<file path="src/rtl/fifo_rr_arbiter_if.sv">
// rtl/fifo_rr_arbiter_if.sv - FIFO-side signal bundle for the round-robin VC arbiter
interface fifo_rr_arbiter_if #(
  parameter int data_width = 6
) ();
  logic                      arb_enable;
  logic [3:0]                in_empty;
  logic [3:0]                in_error;
  logic [4*data_width-1:0]   in_data;
  logic                      out_full;
  logic                      out_almost_full;
  logic                      out_error;
  logic [3:0]                in_rd_enable;
  logic                      out_wr_enable;
  logic [data_width-1:0]     out_data;
  logic [1:0]                grant_idx;
  logic [1:0]                state;
  logic                      error;

  modport master (
    input  arb_enable, in_empty, in_error, in_data,
    input  out_full, out_almost_full, out_error,
    output in_rd_enable, out_wr_enable, out_data,
    output grant_idx, state, error
  );

  modport slave (
    output arb_enable, in_empty, in_error, in_data,
    output out_full, out_almost_full, out_error,
    input  in_rd_enable, out_wr_enable, out_data,
    input  grant_idx, state, error
  );
endinterface

</file>
<file path="src/rtl/fifo_rr_arbiter.sv">
// rtl/fifo_rr_arbiter.sv - round-robin drain of four input FIFOs into one output FIFO
module fifo_rr_arbiter #(
  parameter int data_width = 6,
  parameter int BURST      = 2
) (
  input  logic                clk,
  input  logic                reset,
  fifo_rr_arbiter_if.master   bus
);

  typedef enum logic [1:0] {
    IDLE  = 2'd0,
    SERVE = 2'd1,
    STALL = 2'd2
  } state_t;

  localparam logic [2:0] burst_max = 3'(BURST);

  state_t     st;
  logic [1:0] grant;
  logic [1:0] ptr;
  logic [2:0] burst_cnt;
  logic       valid;
  logic [1:0] cap_idx;
  logic       err;

  logic       can_pop;
  logic [1:0] search_base;
  logic [1:0] rr_idx;
  logic [1:0] choice;
  logic       found;
  logic       pop;
  logic       rotate_now;

  assign can_pop = bus.arb_enable & ~bus.out_full & ~bus.out_almost_full;

  // Idle searches from the stored pointer; a rotation searches from the slot after the grant.
  assign search_base = (st == IDLE) ? ptr : grant + 2'd1;

  always_comb begin
    found  = 1'b0;
    choice = search_base;
    rr_idx = search_base;
    for (int k = 3; k >= 0; k--) begin
      rr_idx = search_base + k[1:0];
      if (!bus.in_empty[rr_idx]) begin
        found  = 1'b1;
        choice = rr_idx;
      end
    end
  end

  assign pop = (st == SERVE) && can_pop && !bus.in_empty[grant] && (burst_cnt != burst_max);

  assign rotate_now = can_pop &&
                      (((st == SERVE) && ((burst_cnt == burst_max) || bus.in_empty[grant])) ||
                       ((st == STALL) && bus.in_empty[grant]));

  always_ff @(posedge clk or negedge reset) begin
    if (!reset) begin
      st        <= IDLE;
      grant     <= 2'd0;
      ptr       <= 2'd0;
      burst_cnt <= 3'd0;
      valid     <= 1'b0;
      cap_idx   <= 2'd0;
      err       <= 1'b0;
    end else begin
      valid <= pop;
      if (pop) begin
        cap_idx <= grant;
      end
      err <= err | (|bus.in_error) | bus.out_error;

      if (rotate_now) begin
        ptr       <= grant + 2'd1;
        burst_cnt <= 3'd0;
        if (found) begin
          grant <= choice;
          st    <= SERVE;
        end else begin
          st <= IDLE;
        end
      end else begin
        case (st)
          IDLE: begin
            if (can_pop && found) begin
              st        <= SERVE;
              grant     <= choice;
              burst_cnt <= 3'd0;
            end
          end
          SERVE: begin
            if (!can_pop) begin
              st <= STALL;
            end else if (pop) begin
              burst_cnt <= burst_cnt + 3'd1;
            end
          end
          STALL: begin
            if (can_pop) begin
              st <= SERVE;
            end
          end
          default: st <= IDLE;
        endcase
      end
    end
  end

  assign bus.in_rd_enable  = pop ? (4'b0001 << grant) : 4'b0000;
  assign bus.out_wr_enable = valid;
  // The input FIFO's output register already holds the popped word one cycle after the pop.
  assign bus.out_data      = valid ? bus.in_data[cap_idx*data_width +: data_width] : '0;
  assign bus.grant_idx     = grant;
  assign bus.state         = st;
  assign bus.error         = err;

endmodule

</file>
<file path="src/flat_wrapper.sv">
// flat-port wrapper written by rule: the top's interface ports become plain ports
module fifo_rr_arbiter_flat 
#(
  parameter int data_width = 6,
  parameter int BURST      = 2
)
  (clk, reset, bus_arb_enable, bus_in_empty, bus_in_error, bus_in_data, bus_out_full, bus_out_almost_full, bus_out_error, bus_in_rd_enable, bus_out_wr_enable, bus_out_data, bus_grant_idx, bus_state, bus_error);
  fifo_rr_arbiter_if #(.data_width(data_width)) bus_i ();
  input  logic clk;
  input  logic reset;
  input wire logic [$bits(bus_i.arb_enable)-1:0] bus_arb_enable;
  input wire logic [$bits(bus_i.in_empty)-1:0] bus_in_empty;
  input wire logic [$bits(bus_i.in_error)-1:0] bus_in_error;
  input wire logic [$bits(bus_i.in_data)-1:0] bus_in_data;
  input wire logic [$bits(bus_i.out_full)-1:0] bus_out_full;
  input wire logic [$bits(bus_i.out_almost_full)-1:0] bus_out_almost_full;
  input wire logic [$bits(bus_i.out_error)-1:0] bus_out_error;
  output wire logic [$bits(bus_i.in_rd_enable)-1:0] bus_in_rd_enable;
  output wire logic [$bits(bus_i.out_wr_enable)-1:0] bus_out_wr_enable;
  output wire logic [$bits(bus_i.out_data)-1:0] bus_out_data;
  output wire logic [$bits(bus_i.grant_idx)-1:0] bus_grant_idx;
  output wire logic [$bits(bus_i.state)-1:0] bus_state;
  output wire logic [$bits(bus_i.error)-1:0] bus_error;
  assign bus_i.arb_enable = bus_arb_enable;
  assign bus_i.in_empty = bus_in_empty;
  assign bus_i.in_error = bus_in_error;
  assign bus_i.in_data = bus_in_data;
  assign bus_i.out_full = bus_out_full;
  assign bus_i.out_almost_full = bus_out_almost_full;
  assign bus_i.out_error = bus_out_error;
  assign bus_in_rd_enable = bus_i.in_rd_enable;
  assign bus_out_wr_enable = bus_i.out_wr_enable;
  assign bus_out_data = bus_i.out_data;
  assign bus_grant_idx = bus_i.grant_idx;
  assign bus_state = bus_i.state;
  assign bus_error = bus_i.error;
  fifo_rr_arbiter #(.data_width(data_width), .BURST(BURST)) u_core (.clk(clk), .reset(reset), .bus(bus_i));
endmodule
</file>
<file path="config.mk">
export PLATFORM = sky130hd
export DESIGN_NAME = fifo_rr_arbiter_flat
export DESIGN_NICKNAME = d
export VERILOG_FILES = /design/src/rtl/fifo_rr_arbiter_if.sv /design/src/rtl/fifo_rr_arbiter.sv /design/src/flat_wrapper.sv
export SDC_FILE = /design/constraint.sdc
export NUM_CORES = 1
export LEC_CHECK = 0
export CORE_MARGIN = 4
export CORE_UTILIZATION = 42
export CTS_CLUSTER_SIZE = 24
export DETAILED_ROUTE_END_ITERATION = 7
export GPL_TIMING_DRIVEN = 0
export HOLD_SLACK_MARGIN = 0.05
export PLACE_DENSITY = 0.85
export RECOVER_POWER = 100
export REMOVE_ABC_BUFFERS = 1
export SYNTH_ARGS = -nofsm -noshare
export SYNTH_HDL_FRONTEND = slang
export SYNTH_SLANG_ARGS = --single-unit
</file>
<file path="constraint.sdc">
create_clock -name clk -period 5.35 [get_ports clk]
set_clock_uncertainty 0.05 [all_clocks]
set_input_delay 1.3375 -clock clk [delete_from_list [all_inputs] [get_ports clk]]
set_output_delay 1.3375 -clock clk [all_outputs]
set_load 0.02 [all_outputs]
</file>
# ---- After elaboration in Yosys (flattened, before gate mapping)
# Cells that the tools add are included.
dict set report word_totals {
  regBits 13
  in_bits 38
  out_inout_bits 16
}
dict set report classes {
  n_addsub 5
  n_mul 1
  order_cmp 5
  n_eq_ne 10
  shifts 2
  muxes 36
  bitwise_logic 6
  reduce_logical 18
}
# cell n
set ops {}
lappend ops {{$mux W2} 13}
lappend ops {{$shiftx A24 B6 Y6} 1}
lappend ops {{$lt A2 B3 Y1 const B} 5}
lappend ops {{$mux W3} 4}
lappend ops {{$bmux W1 S2} 5}
lappend ops {{$mux W1} 10}
lappend ops {{$ne A3 B1 Y1 const B} 3}
lappend ops {{$logic_and A1 B1 Y1} 7}
lappend ops {{$mux W6} 1}
lappend ops {{$ne A3 B2 Y1 const B} 2}
lappend ops {{$pmux W2 S3} 1}
lappend ops {{$pmux W3 S2} 1}
lappend ops {{$reduce_and A3 Y1} 2}
lappend ops {{$add A2 B1 Y2 const B} 2}
lappend ops {{$add A2 B2 Y2 const B} 2}
lappend ops {{$mul A2 B2 Y4 const B} 1}
lappend ops {{$mux W4} 1}
lappend ops {{$reduce_and A4 Y1} 1}
lappend ops {{$reduce_bool A2 Y1} 2}
lappend ops {{$reduce_or A4 Y1} 1}
lappend ops {{$shl A1 B2 Y4 const A} 1}
lappend ops {{$add A3 B1 Y3 const B} 1}
lappend ops {{$eq A3 B2 Y1 const B} 1}
lappend ops {{$ne A3 B3 Y1 const B} 1}
lappend ops {{10 further kinds} 14}

# ---- Depth between registers and ports, before layout
dict set report depth {
  ltp_word 13
  ltp_mapped 7
}

# ---- Worst setup path before layout
# Ideal clock, no wire load.
dict set report synth_timing {
  kind {input to output}
  start {in bus_in_empty[3]}
  end {out bus_in_rd_enable[0]}
  arrival_time_ps 2398
  path_slack_ps 1565
  path_stages 4
  cell_sequence {mux4_2 -> nand2b_4 -> nor2_4 -> and2_1}
}
dict set report synth_via {
  elab_chain_len 6
}
# element line_no
set synth_rtl {}
lappend synth_rtl {{start: declaration} flat_wrapper.sv:12} ;# input wire logic [$bits(bus_i.in_empty)-1:0] bus_in_empty;
lappend synth_rtl {{$bmux W1 S2} fifo_rr_arbiter.sv:53} ;# assign pop = (st == SERVE) && can_pop && !bus.in_empty[grant] && (burst_cnt != burst_max);
lappend synth_rtl {{$mux W1 (not written as such)} fifo_rr_arbiter.sv:53}
lappend synth_rtl {{$logic_not A1 Y1} fifo_rr_arbiter.sv:53}
lappend synth_rtl {{$logic_and A1 B1 Y1 (2 in series)} fifo_rr_arbiter.sv:53}
lappend synth_rtl {{net u_core.pop} fifo_rr_arbiter.sv:32} ;# logic pop;
lappend synth_rtl {{$mux W4} fifo_rr_arbiter.sv:111} ;# assign bus.in_rd_enable = pop ? (4'b0001 << grant) : 4'b0000;
lappend synth_rtl {{end: declaration} flat_wrapper.sv:18} ;# output wire logic [$bits(bus_i.in_rd_enable)-1:0] bus_in_rd_enable;
# The timed path passes the listed nets, and every way through them passes these cells. The select of a mux whose other input is x is not followed.

# ---- Worst setup path after layout
dict set report layout_timing {
  start {in bus_in_empty[0]}
  end {out bus_in_rd_enable[2]}
}
# The elaborated chain is that of the path after synthesis.

==> results by group <==
Die
  – Core ar.: 2280 sq um
  – I/O pin cnt: 54
  – DIE HEIGHT: 57.7 microns
  – Die footprint: 3330 sq um
  – Die W: 57.7 microns
  – Initial core utilization: 45.5%
  – FP Rows: 17

Pwr
  – Switch share: 37.8%
  – Total power draw: 451 uW
  – Sequential Power Share: approximately 37%
  – Max IR drop VDD: roughly 0.24 mV
  – Pwr dens: 283 nW/um^2
  – Clock power share: 13.8%
  – Leakage power total: 0.671 nW
  – Switching power: 170 uW
  – Int Pwr: roughly 280 uW
  – Comb power frac: 49.3%

Hold path
  – Hold Crit Start: u_core.bus.error
  – Hold Path Depth: 2
  – HP Class: reg -> reg

Logic synthesis
  – Top post-synthesis cells by count: dfrtp_1, and2_1, nand2_1, inv_1, mux4_2
  – Post-Syn Area per Cell: 10.4 sq um
  – Async SR Flop Fraction: 100%
  – YS warnings: 0
  – Post-synth EDFFs: 0
  – Register area share after synthesis: 31.4%
  – Mapped cell area: 1040 sq um
  – Yosys top cell area share: 31.4%
  – Area leader, netlist: dfrtp_1
  – Main synth FF type: dfrtp_1
  – Synth Register Bits: 13
  – Cell variety after synth: 36
  – Gate count of the mapped netlist: 100
  – Most common cell in the netlist: dfrtp_1
  – Most area-consuming cells after synthesis: dfrtp_1, mux4_2, ha_1

Drt
  – Initial drt markers: 12
  – DRT Pass-1 Iters: 3
  – Vias/cell: between 5 and 6
  – Routed length per instance: between 15 and 20 microns
  – Via count: 978
  – DRC Markers: 0
  – Post-Route WL: 2790 microns
  – ANT nets after route: 0

Finish
  – Fin nets: 198
  – Area Overhead vs Synth: 54.0%
  – Layout filler cell count: 190
  – Antenna Cells: 0
  – Share of cells above drive strength 1: between 10% and 20%
  – Design area: 1600 sq um
  – Register area: 325 sq um
  – Fin util: 70.1%
  – Area occupied by multi-input gates: 652 sq um

Timing
  – Fin worst setup slack: 0.234 ns
  – Final setup fails: 0
  – Min Tclk post-route: a little over 5 ns
  – Fin. max-slew vios: 0
  – Final Hold Viols: 0
  – Crit share post-route: 95.6%
  – Worst-margin pin slew: about 0.59 ns
  – Final TNS setup: 0 ns
  – FMAX: 195 MHz
  – Slew Limit Headroom: 60.2%
  – RSZ-0062 raised after global routing: no

Clock tree
  – Post-cts sizing count: 0
  – CTS sink cnt: 13
  – CTS tree: yes
  – Clock Pin Slew Worst Setup and Hold Paths: 0.07 ns
  – Maximum clock path buffer count: 2
  – Setup bufs post-CTS: 0
  – Hold-fix buffers, CTS: 0
  – Clk_lat worst skew: about 0.28 ns
  – Cts bufs inserted: 3
  – CTS root buf: clkbuf_4
  – H-tree Lvls: 1

GRT
  – First-pass GRT wire length: 4510 microns
  – Initial antenna violation count: 0
  – GRT overflow: 0
  – GRT Overall Usage: between 15 and 20%
  – Vias in the first global route: around 1000
  – Pin count of the biggest net entering global routing: 14

Worst setup path
  – Worst EP arrival: between 3 and 4 ns
  – Crit path kind: in -> out
  – CP Launch Type: primary input
  – Worst Path Max Fanout: 9
  – CP startpoint: bus_in_empty[0]
  – WP data required: 3.96 ns
  – R2r startpoint: u_core.bus.grant_idx[0]
  – Worst Reg2Reg Path Length in Cells: 6
  – Setup crit end kind: primary output

Place
  – Buffers added on ports: 53
  – DP HPWL: 2300 microns
  – GP Congestion: 0.778
  – Worst slack at placement: 0.409 ns
  – Dpl cell area: 1580 sq um

Job
  – Max-cap violations: 0

Status
  – Status: finished clean
==> worst paths after layout <==
path                                      endpoint  slack (ns)
max                            bus_in_rd_enable[2]        0.23
min                               u_core.bus.error        0.42
max reg2reg                u_core.bus.grant_idx[0]        3.25
min reg2reg                       u_core.bus.error        0.42
max in group asynchronous  u_core.bus.grant_idx[0]        3.41
min in group asynchronous      u_core.burst_cnt[1]        1.44
==> placed cells by master (no fill, tap or decap), types with 2 or more instances in the layout <==
cell type	n
mux2i_1	2
nor2b_1	2
mux2_2	4
nand2_1	9
mux2_1	2
nor2_1	6
a21oi_1	3
dfrtp_1	13
and2_1	10
o21ai_0	4
inv_1	7
dlygate4sd3_1	18
ha_1	6
nand2b_1	2
nor3b_1	2
a31oi_1	3
clkdlybuf4s50_1	35
mux4_2	7
clkbuf_4	3
==> metal layers <==
metal	up-vias	GRT usage [%]	part of all wire [%]
met5	-	0	0
met4	0	7.95	2.0
met3	5	5.12	11
met2	45	30.3	48
met1	466	19.7	39
li1	462	-	-
==> cell type report <==
cell class / count / share of cell area, %
Inverter: 7 / 1.65
Clock buffer: 4 / 1.65
Multi-Input combinational cell: 76 / 40.9
Tap cell: 28 / 2.20
Sequential cell: 13 / 20.4
Timing Repair Buffer: 53 / 33.3
==> registers in the layout, summed over array words and instances, names as in the netlist <==
| register | count |
|---|---|
| u_core.burst_cnt | 3 |
| u_core.bus.error | 1 |
| u_core.ptr | 2 |
| u_core.bus.state | 2 |
| u_core.cap_idx | 2 |
| u_core.bus.grant_idx | 2 |
| u_core.bus.out_wr_enable | 1 |
==> kinds of logic (layout without fill, tap and decap cells) <==
group                    after synthesis  in the layout  share of synthesized area (%)
AND/OR/NAND/NOR                       39             39                           22.3
AO/OA/AOI/OAI                         15             15                           10.3
multiplexers                          15             15                           23.7
flip-flops                            13             13                           31.4
buffers and inverters                 11             64                           4.23
adder cells (fa/ha/maj)                6              6                           7.25
XOR/XNOR                               1              1                          0.846
==> power by group through the flow <==
stage	combinational (mW)	clock, mW	sequential, mW
2_1_floorplan	0.146	0	0.170
3_3_place_gp	0.224	0	0.167
3_5_place_dp	0.236	0	0.169
4_1_cts	0.237	0.0636	0.168
5_1_grt	0.244	0.0700	0.173
6_report	0.222	0.0622	0.167
==> through the flow <==
step / hold WS [ns] / instances
2_1_floorplan: 0.392 / 96
3_3_place_gp: 0.404 / 177
3_5_place_dp: 0.418 / 177
4_1_cts: 0.438 / 181
5_1_grt: 0.460 / 181
6_report: 0.424 / 181
==> worst max-delay path, stage by stage <==
cell           delay [ns]
dlygate4sd3_1        0.63
mux4_2               0.51
nand2b_1             0.22
nor2_4               0.21
and2_1               0.14
dlygate4sd3_1        0.67
No activity file was read; power rests on OpenSTA's default activity.
==> RTL change: new RTL, same settings <==
`data_width` is set to 6 in 3 places; all go to 4.
--- a/src/rtl/fifo_rr_arbiter_if.sv
+++ b/src/rtl/fifo_rr_arbiter_if.sv
@@ -1,6 +1,6 @@
 // rtl/fifo_rr_arbiter_if.sv - FIFO-side signal bundle for the round-robin VC arbiter
 interface fifo_rr_arbiter_if #(
-  parameter int data_width = 6
+  parameter int data_width = 4
 ) ();
   logic                      arb_enable;
   logic [3:0]                in_empty;
--- a/src/rtl/fifo_rr_arbiter.sv
+++ b/src/rtl/fifo_rr_arbiter.sv
@@ -1,6 +1,6 @@
 // rtl/fifo_rr_arbiter.sv - round-robin drain of four input FIFOs into one output FIFO
 module fifo_rr_arbiter #(
-  parameter int data_width = 6,
+  parameter int data_width = 4,
   parameter int BURST      = 2
 ) (
   input  logic                clk,
--- a/src/flat_wrapper.sv
+++ b/src/flat_wrapper.sv
@@ -1,7 +1,7 @@
 // flat-port wrapper written by rule: the top's interface ports become plain ports
 module fifo_rr_arbiter_flat 
 #(
-  parameter int data_width = 6,
+  parameter int data_width = 4,
   parameter int BURST      = 2
 )
   (clk, reset, bus_arb_enable, bus_in_empty, bus_in_error, bus_in_data, bus_out_full, bus_out_almost_full, bus_out_error, bus_in_rd_enable, bus_out_wr_enable, bus_out_data, bus_grant_idx, bus_state, bus_error);
Interface: changed (resized bus_in_data and bus_out_data); port bits go from 54 to 44. No check against the original RTL was run, so the function may have changed too.
==> RTL change against the unedited design <==
Worst hold slack improved by 0.0041 ns. Synthesized cell count decreased by 3.0%. Sequential share of layout area rose by 2.0 points. Total power shrank 11%. Non-clock buffer count down 10. Core utilization is 4.3 points lower. Critical path depth decreased by 1. Sequential cell count unchanged. Synthesized area shrank 6.4%. Combinational power fell by 18%. Clock power barely moved. Design area shrank 8.8%. Wire length down 5.9%. Setup slack worse by 0.031 ns. Largest cell class unchanged.
==> RTL change: results (changes against the unedited design) <==
* Initial antenna violation count at 0 (unchanged)
* CP arrival at 3.76 ns (+0.03 ns)
* Async S/R FF share, synth at 100.0% (unchanged)
* Max reg flops at 3 (unchanged)
* Synth area leaders: dfrtp_1, mux4_2, ha_1
* Port Buf Inserts at 43 (-19%)
* Clock buffer count from CTS at 3 (unchanged)
* Clock transition at path regs at 0.09 ns (+0.02 ns)
* Post-place instance area at 0.001428 mm² (-9.9%)
* HP Class: reg -> reg
* Hpwl dp at 2102 µm (-8.7%)
* Reg-to-reg critical path endpoint: u_core.cap_idx[1]
* Post-CTS Setup Bufs at 0 (unchanged)
* Worst Min Path Start: u_core.bus.error
* Starting DRT DRC Count at 24 (+12)
* Hold Path Sink: u_core.bus.error
* Status: finished, final reports clean
* Sequential share of the synthesized area at 33.55% (+2.1 points)
* Hold Path Depth at 2 (unchanged)
* N_diodes at 0 (unchanged)
* Final #Nets at 179 (-9.6%)
* First-pass GRT wire length at 4174 µm (-7.3%)
* Dominant cell type by area after synthesis: dfrtp_1
* Worst Path Max Fanout at 10 (+1)
* Share of layout cells above drive strength 1 at 9.859% (-1.9 points)
* Ys Warns at 0 (unchanged)
* RePlAce Congestion at 0.8849 (+14%)
* Vias in the first global route at 903 (-8.9%)
* Gr usage total at 17.19% (-0.29 points)
* Root Buffer: clkbuf_4
* Post_cts resized at 0 (unchanged)
* Largest net degree at the start of global routing at 14 (unchanged)
* FF-to-FF setup slack at 3.13 ns (-0.12 ns)
* Wirelength per Cell at 15.42 µm (+0.20%)
* Worst r2r src: u_core.bus.grant_idx[0]
* Peak VDD IR at 0.2351 mV (-1.1%)
* H-tree Lvls at 1 (unchanged)
* Biggest register: u_core.burst_cnt
* Vias at 934 (-4.5%)
* DRT Pass-1 Iters at 4 (+1)
* P_leak at 0.0006070 µW (-9.6%)
* Skew-Pair Late Insertion Delay at 0.29 ns
* CTS max path bufs at 2 (unchanged)
* Leading cell types by count after synthesis: dfrtp_1, inv_1, and2_1
* Worst-case reg-to-reg path depth at 3 (-3)
* Worst-Margin Slew at 0.5722 ns (-0.02243 ns)
* Synth unique cells at 33 (-8.3%)
RTL change: per-stage QoR:
stage	hold WS, ns	worst slack, ns	std cells	total power (µW)
after floorplan	0.4228	1.386	95	263.0
final	0.4285	0.2031	170	399.2
after global placement	0.4231	0.2543	166	330.4
after detailed placement	0.4183	0.1986	166	342.5
after global routing	0.4655	0.04395	170	426.6
after CTS	0.4391	0.1984	170	407.1
RTL change: logic make-up (layout without fill, tap and decap cells):
logic type,after synthesis,in the layout,share of synthesized area [%]
simple gates,34,34,21.42
compound gates,22,22,15.36
buf+inv,12,57,4.646
flops,13,13,33.55
mux,10,10,17.29
fa+ha+maj,6,6,7.742
RTL change: where the power goes:
part / internal [µW] / leakage (µW) / switching, µW
Sequential: 119 / 0.000168 / 35.6
Combinational: 95.0 / 0.000421 / 87.6
Clock: 27.8 / 0.0000177 / 34.5
RTL change: cell type report:
class                   count  area, µm²
well taps                  28      35.03
clock inverters             1      5.005
flip-flops and latches     13      325.3
repair buffers             43      430.4
fillers                   175      757.0
clock buffers               3      22.52
inverters                  10      37.54
multi-input cells          72      599.3
RTL change: worst max path at each step:
stage                          from                   to  cells past startpoint
floorplan           bus_in_empty[3]  bus_in_rd_enable[0]                      3
global placement    bus_in_empty[1]  bus_in_rd_enable[1]                      5
detailed placement  bus_in_empty[1]  bus_in_rd_enable[1]                      5
CTS                 bus_in_empty[1]  bus_in_rd_enable[1]                      5
global route        bus_in_empty[1]  bus_in_rd_enable[1]                      5
finish              bus_in_empty[1]  bus_in_rd_enable[1]                      5
RTL change: metal layers:
layer | global-route usage, % | wire [µm] | vias to the layer above
li1 | - | - | 448
met5 | 0 | 0 | -
met4 | 8.475 | 50 | 0
met3 | 4.872 | 242 | 5
met2 | 29.22 | 1224 | 55
met1 | 19.54 | 1105 | 426
RTL change: worst max-delay path, stage by stage:
cell	delay, ns
clkdlybuf4s50_1	0.51
mux4_2	0.57
nor4_4	0.52
and2_0	0.20
clkdlybuf4s50_1	0.62
